## config.mk

```make
export PLATFORM = sky130hd
export DESIGN_NAME = pipeline_stall_ctrl
export DESIGN_NICKNAME = d
export VERILOG_FILES = /design/src/rtl/pipeline_stall_ctrl.sv
export SDC_FILE = /design/constraint.sdc
export NUM_CORES = 1
export LEC_CHECK = 0
export ABC_AREA = 1
export CAP_MARGIN = 20
export CORE_MARGIN = 2
export CORE_UTILIZATION = 44
export CTS_CLUSTER_DIAMETER = 120
export DETAILED_ROUTE_END_ITERATION = 10
export GPL_ROUTABILITY_DRIVEN = 0
export MAX_ROUTING_LAYER = met4
export PLACE_DENSITY = 0.7
export SYNTH_ARGS = -nofsm -noshare
export SYNTH_HDL_FRONTEND = slang
export SYNTH_SLANG_ARGS = --single-unit
```

## constraint.sdc

```tcl
create_clock -name clk -period 2 [get_ports clk]
set_input_delay 0.5 -clock clk [delete_from_list [all_inputs] [get_ports clk]]
set_output_delay 0.5 -clock clk [all_outputs]
set_load 0.02 [all_outputs]
```

## src/rtl/pipeline_stall_ctrl.sv

```systemverilog
// Hazard sequencing controller for the 5-stage RISC-V pipeline: load-use stalls,
// taken-branch squashes, a memory-wait FSM with timeout watchdog, and perf counters.
module pipeline_stall_ctrl #(
  parameter int CNT_W       = 16,
  parameter int MEM_TIMEOUT = 15
) (
  input  logic             clk,
  input  logic             rst,
  input  logic             MemReadE,
  input  logic [4:0]       RD_E,
  input  logic [4:0]       Rs1_D,
  input  logic [4:0]       Rs2_D,
  input  logic             PCSrcE,
  input  logic             MemReqM,
  input  logic             MemAckM,
  output logic             StallF,
  output logic             StallD,
  output logic             StallE,
  output logic             StallM,
  output logic             FlushD,
  output logic             FlushE,
  output logic             FlushW,
  output logic             mem_err,
  output logic [CNT_W-1:0] stall_cnt,
  output logic [CNT_W-1:0] flush_cnt
);

  typedef enum logic [1:0] {
    S_IDLE,
    S_WAIT,
    S_ERROR
  } state_t;

  localparam logic [7:0]       TIMEOUT = 8'(MEM_TIMEOUT);
  localparam logic [CNT_W-1:0] CNT_MAX = '1;

  state_t     state, state_next;
  logic [7:0] wait_cnt, wait_cnt_next;
  logic       mem_stall;
  logic       lw_hz;

  // NOTE: every signal driven here gets a default first so no path leaves it unassigned (no latch).
  always_comb begin
    state_next    = state;
    wait_cnt_next = wait_cnt;
    unique case (state)
      S_IDLE: begin
        if (MemReqM && !MemAckM) begin
          state_next    = S_WAIT;
          wait_cnt_next = 8'd1;
        end
      end
      S_WAIT: begin
        // A late ack wins over the watchdog, even on the final allowed cycle.
        if (MemAckM) begin
          state_next    = S_IDLE;
          wait_cnt_next = 8'd0;
        end else if (wait_cnt == TIMEOUT) begin
          state_next = S_ERROR;
        end else begin
          wait_cnt_next = wait_cnt + 8'd1;
        end
      end
      S_ERROR: state_next = S_ERROR;
      default: begin
        state_next    = S_IDLE;
        wait_cnt_next = 8'd0;
      end
    endcase
  end

  // Mealy term on the IDLE miss so the first miss cycle is already held.
  assign mem_stall = ((state == S_IDLE) && MemReqM && !MemAckM)
                   || (state == S_WAIT) || (state == S_ERROR);

  assign lw_hz = MemReadE && (RD_E != 5'd0)
              && ((RD_E == Rs1_D) || (RD_E == Rs2_D));

  always_comb begin
    StallF = 1'b0;
    StallD = 1'b0;
    StallE = 1'b0;
    StallM = 1'b0;
    FlushD = 1'b0;
    FlushE = 1'b0;
    FlushW = 1'b0;
    if (!rst) begin
      if (mem_stall) begin
        StallF = 1'b1;
        StallD = 1'b1;
        StallE = 1'b1;
        StallM = 1'b1;
        FlushW = 1'b1;
      end else if (PCSrcE) begin
        // Squashing D also removes the consumer of any load-use hazard.
        FlushD = 1'b1;
        FlushE = 1'b1;
      end else if (lw_hz) begin
        StallF = 1'b1;
        StallD = 1'b1;
        FlushE = 1'b1;
      end
    end
  end

  // NOTE: sequential state uses non-blocking assignments so all registers sample pre-edge values.
  always_ff @(posedge clk) begin
    if (rst) begin
      state     <= S_IDLE;
      wait_cnt  <= 8'd0;
      mem_err   <= 1'b0;
      stall_cnt <= '0;
      flush_cnt <= '0;
    end else begin
      state    <= state_next;
      wait_cnt <= wait_cnt_next;
      if (state_next == S_ERROR) begin
        mem_err <= 1'b1;
      end
      if (StallF && (stall_cnt != CNT_MAX)) begin
        stall_cnt <= stall_cnt + 1'b1;
      end
      if (FlushD && (flush_cnt != CNT_MAX)) begin
        flush_cnt <= flush_cnt + 1'b1;
      end
    end
  end

endmodule

```

==> metrics.log <==
[metrics] Layout Cells excl Fill: 556
[metrics] Bufs on Longest Clock Path: 2
[metrics] top_reg_cell synth: sky130_fd_sc_hd__dfxtp_1
[metrics] part of the Yosys area used for sequential elements: 32.9%
[metrics] DR vias/cell: 4.95
[metrics] Crit-path slowest cell: sky130_fd_sc_hd__dlygate4sd2_1
[metrics] area used by multi-input combinational logic: 1540 sq um
[metrics] Rows: 28
[metrics] placed cell count: 546
[metrics] async set-or-reset flop fraction in the synthesized netlist: 0%
[metrics] leading cell type in the layout, fill and taps excluded: sky130_fd_sc_hd__nand2_1
[metrics] root buf cell: sky130_fd_sc_hd__clkbuf_8
[metrics] fin crit period: 1.92 ns
[metrics] kind of critical path: in2out
[metrics] worst vdd rail ir drop: 0.000383 V
[metrics] leak pwr: 1.44 nW
[metrics] CP Launch Type: primary input
[metrics] Die X: 81.1 microns
[metrics] CTS sink cnt: 43
[metrics] Post-route DRC: 0
[metrics] TritonCTS buffer count: 5
[metrics] I/O pins: 61
[metrics] commonest cells after routing, fill and taps aside: sky130_fd_sc_hd__nand2_1, sky130_fd_sc_hd__nor2_1, sky130_fd_sc_hd__dfxtp_1
[metrics] cell area after placement: 3410 sq um
[metrics] Final HPWL DP: 4810 microns
[metrics] final standard cell area without fillers: 3500 sq um
[metrics] worst setup timing slack at the placement stage: -0.866 ns
[metrics] cell depth of the worst flop-to-flop path: 10
[metrics] CTS H-Tree Depth: 2
[metrics] worst setup margin: 0.0775 ns
[metrics] Critical Path Fanout Max: 3
[metrics] required time of the critical path: 1.50 ns
[metrics] final hold viol count: 0
[metrics] Core Area: 5850 sq um
[metrics] largest net degree at the start of global routing: 16
[metrics] area taken by flip-flops and latches: 863 sq um
[metrics] share of cells above drive strength 1: 15.0%
[metrics] height of the die: 81.1 microns
[metrics] clock edge transition at the registers on the reported setup and hold paths: 0.08 ns
[metrics] synthesized instance count: 400
[metrics] antenna diode instance count: 0
[metrics] quantity of I/O buffers inserted on ports: 60
[metrics] number of DRC violations after detailed-routing iteration 0: 85
[metrics] net count of the finished layout: 504
[metrics] max_slew headroom: 75.1%
[metrics] count of nets left with antenna violations after detail routing: 0
[metrics] clock tree from TritonCTS: built
[metrics] setup repair after global routing missed its margin: false
[metrics] final setup violation count: 0
[metrics] initial antenna violation count: 0
[metrics] maximum clock frequency: 520 MHz
[metrics] vias in the first global route: 2480
[metrics] Max stage delay on crit path: 0.24 ns
[metrics] number of hold buffers added after CTS: 0
[metrics] via count: 2753
[metrics] run status: complete, no violations
[metrics] series of cell instances along the critical path: dlygate4sd2_1 > nand2_1 > nand2_1 > nor2_1 > nand3_1 > nand2_2 > nand3_2 > nand2_4 > buf_6
[metrics] total congestion overflow after global routing: 0
[metrics] die outline area: 6580 sq um
[metrics] post-synth design cell area: 2620 sq um
[metrics] met2 wirelength from detailed routing: 2990 microns
[metrics] metal3 WL: 348 microns
[metrics] Met1 Routed Length: 3050 microns
[metrics] critical path capture point type: output pin
[metrics] number of warnings printed during yosys synthesis: 0
[metrics] number of filler cells placed in the layout: 570
[metrics] maximum capacitance violations: 0
[metrics] Post-Synthesis Net Count: 424
[metrics] total routed wirelength: 6450 microns
[metrics] Setup Skew: 0.00478 ns
[metrics] Global Route Usage Sum: 21.3%
[metrics] actual transition at the worst max-transition pin: 0.373 ns
[metrics] number of max-slew violations in the final report: 0
[metrics] arrival time of the worst setup path: 1.42 ns
[metrics] most prevalent standard cell on the critical path: sky130_fd_sc_hd__nand2_1
[metrics] flip-flop and latch count after synthesis: 43
[metrics] Clk Latency, worst-skew pair: 0.29 ns
[metrics] Initial Util: 44.8%
[metrics] Post-Synthesis Mean Instance Area: 6.55 sq um
[metrics] Cell variety after synth: 33
[metrics] post-layout util: 59.9%
[metrics] Area Overhead vs Synth: 33.8%
[metrics] wire length of the first global-routing pass: 10900 microns
[metrics] number of enable flip-flop cells after synthesis: 0
[metrics] TritonRoute pass-1 iters: 4
[metrics] worst hold path cell count: 2
[metrics] Cell Pwr Density: 496 nW/um^2
[metrics] class of the tightest hold or removal check: reg2reg
[metrics] topmost layer with routed signal wires: met4
[metrics] post-route clock period utilization: 96.1%
[metrics] DR WL/cell: 11.6 microns
## routing by layer
layer  vias up  GRT usage, %
li1       1436             -
met1      1248          26.3
met2        61          35.6
met3         8          4.44
met4         0          5.08
met5         -             -
## timing repair
item,CTS,global route
pin swaps,8,10
gates resized for setup,69,19
setup endpoints to repair,30,17
setup buffers,2,0
## cell families (layout without fill, tap and decap cells)
family	Yosys count	count (layout)	synth area share, %
compound gates	43	43	8.22
xor+xnor	23	23	7.69
fa+ha+maj	3	3	1.43
buf+inv	54	135	9.89
flops	43	43	32.9
simple gates	234	234	39.9
## power by group
part	internal (mW)	switching, mW	total, mW
sequential	0.866	0.0113	0.878
clock	0.315	0.290	0.606
combinational	0.117	0.139	0.256
## state kept, by name, summed over array words and instances, names as in the netlist
signal / flops
flush_cnt: 16
mem_err: 1
state: 2
wait_cnt: 8
stall_cnt: 16
## worst max-delay path, delay by kind of cell
family                 cells  cell delay (ns)
buffers and inverters      2             0.36
AND/OR/NAND/NOR            7             0.54
## stage by stage
step                      setup TNS, ns  hold slack, ns  total power, mW
after CTS                             0           0.505             1.75
after global routing                  0           0.531             1.83
final                                 0           0.507             1.74
after floorplan                       0           0.469             1.03
after detailed placement         -15.20           0.495             1.15
after global placement           -14.15           0.456             1.15
## path summary, 6_finish.rpt
kind                     start            to  slack (ns)
hold / removal     wait_cnt[7]   wait_cnt[7]        0.51
setup reg to reg  flush_cnt[1]  flush_cnt[9]        0.20
hold reg to reg    wait_cnt[7]   wait_cnt[7]        0.51
setup / recovery      Rs1_D[0]        StallF        0.08
## layout make-up
class / count / share of cell area [%]
sequential: 43 / 24.6
timing repair buffer: 88 / 21.6
tap: 75 / 2.68
inverter: 39 / 4.25
multi-input combinational: 303 / 44.0
clock buffer: 8 / 2.86
## synthesized netlist by cell type, types with 2 or more instances
library cell | instances | share of area [%]
sky130_fd_sc_hd__nand2_1 | 106 | 15
sky130_fd_sc_hd__xor2_1 | 11 | 3.7
sky130_fd_sc_hd__buf_4 | 7 | 2.0
sky130_fd_sc_hd__dfxtp_1 | 43 | 33
sky130_fd_sc_hd__buf_6 | 2 | 0.86
sky130_fd_sc_hd__inv_1 | 37 | 5.3
sky130_fd_sc_hd__nor3b_1 | 3 | 0.86
sky130_fd_sc_hd__nor2_2 | 2 | 0.48
sky130_fd_sc_hd__nor2_1 | 57 | 8.2
sky130_fd_sc_hd__xnor2_1 | 12 | 4.0
sky130_fd_sc_hd__ha_1 | 3 | 1.4
sky130_fd_sc_hd__o21ai_0 | 11 | 2.1
sky130_fd_sc_hd__nand4_1 | 8 | 1.9
sky130_fd_sc_hd__a21oi_1 | 32 | 6.1
sky130_fd_sc_hd__clkbuf_1 | 3 | 0.43
sky130_fd_sc_hd__nand3_1 | 36 | 6.9
sky130_fd_sc_hd__nor3_1 | 11 | 2.1
Power figures use the tool's default switching activity.
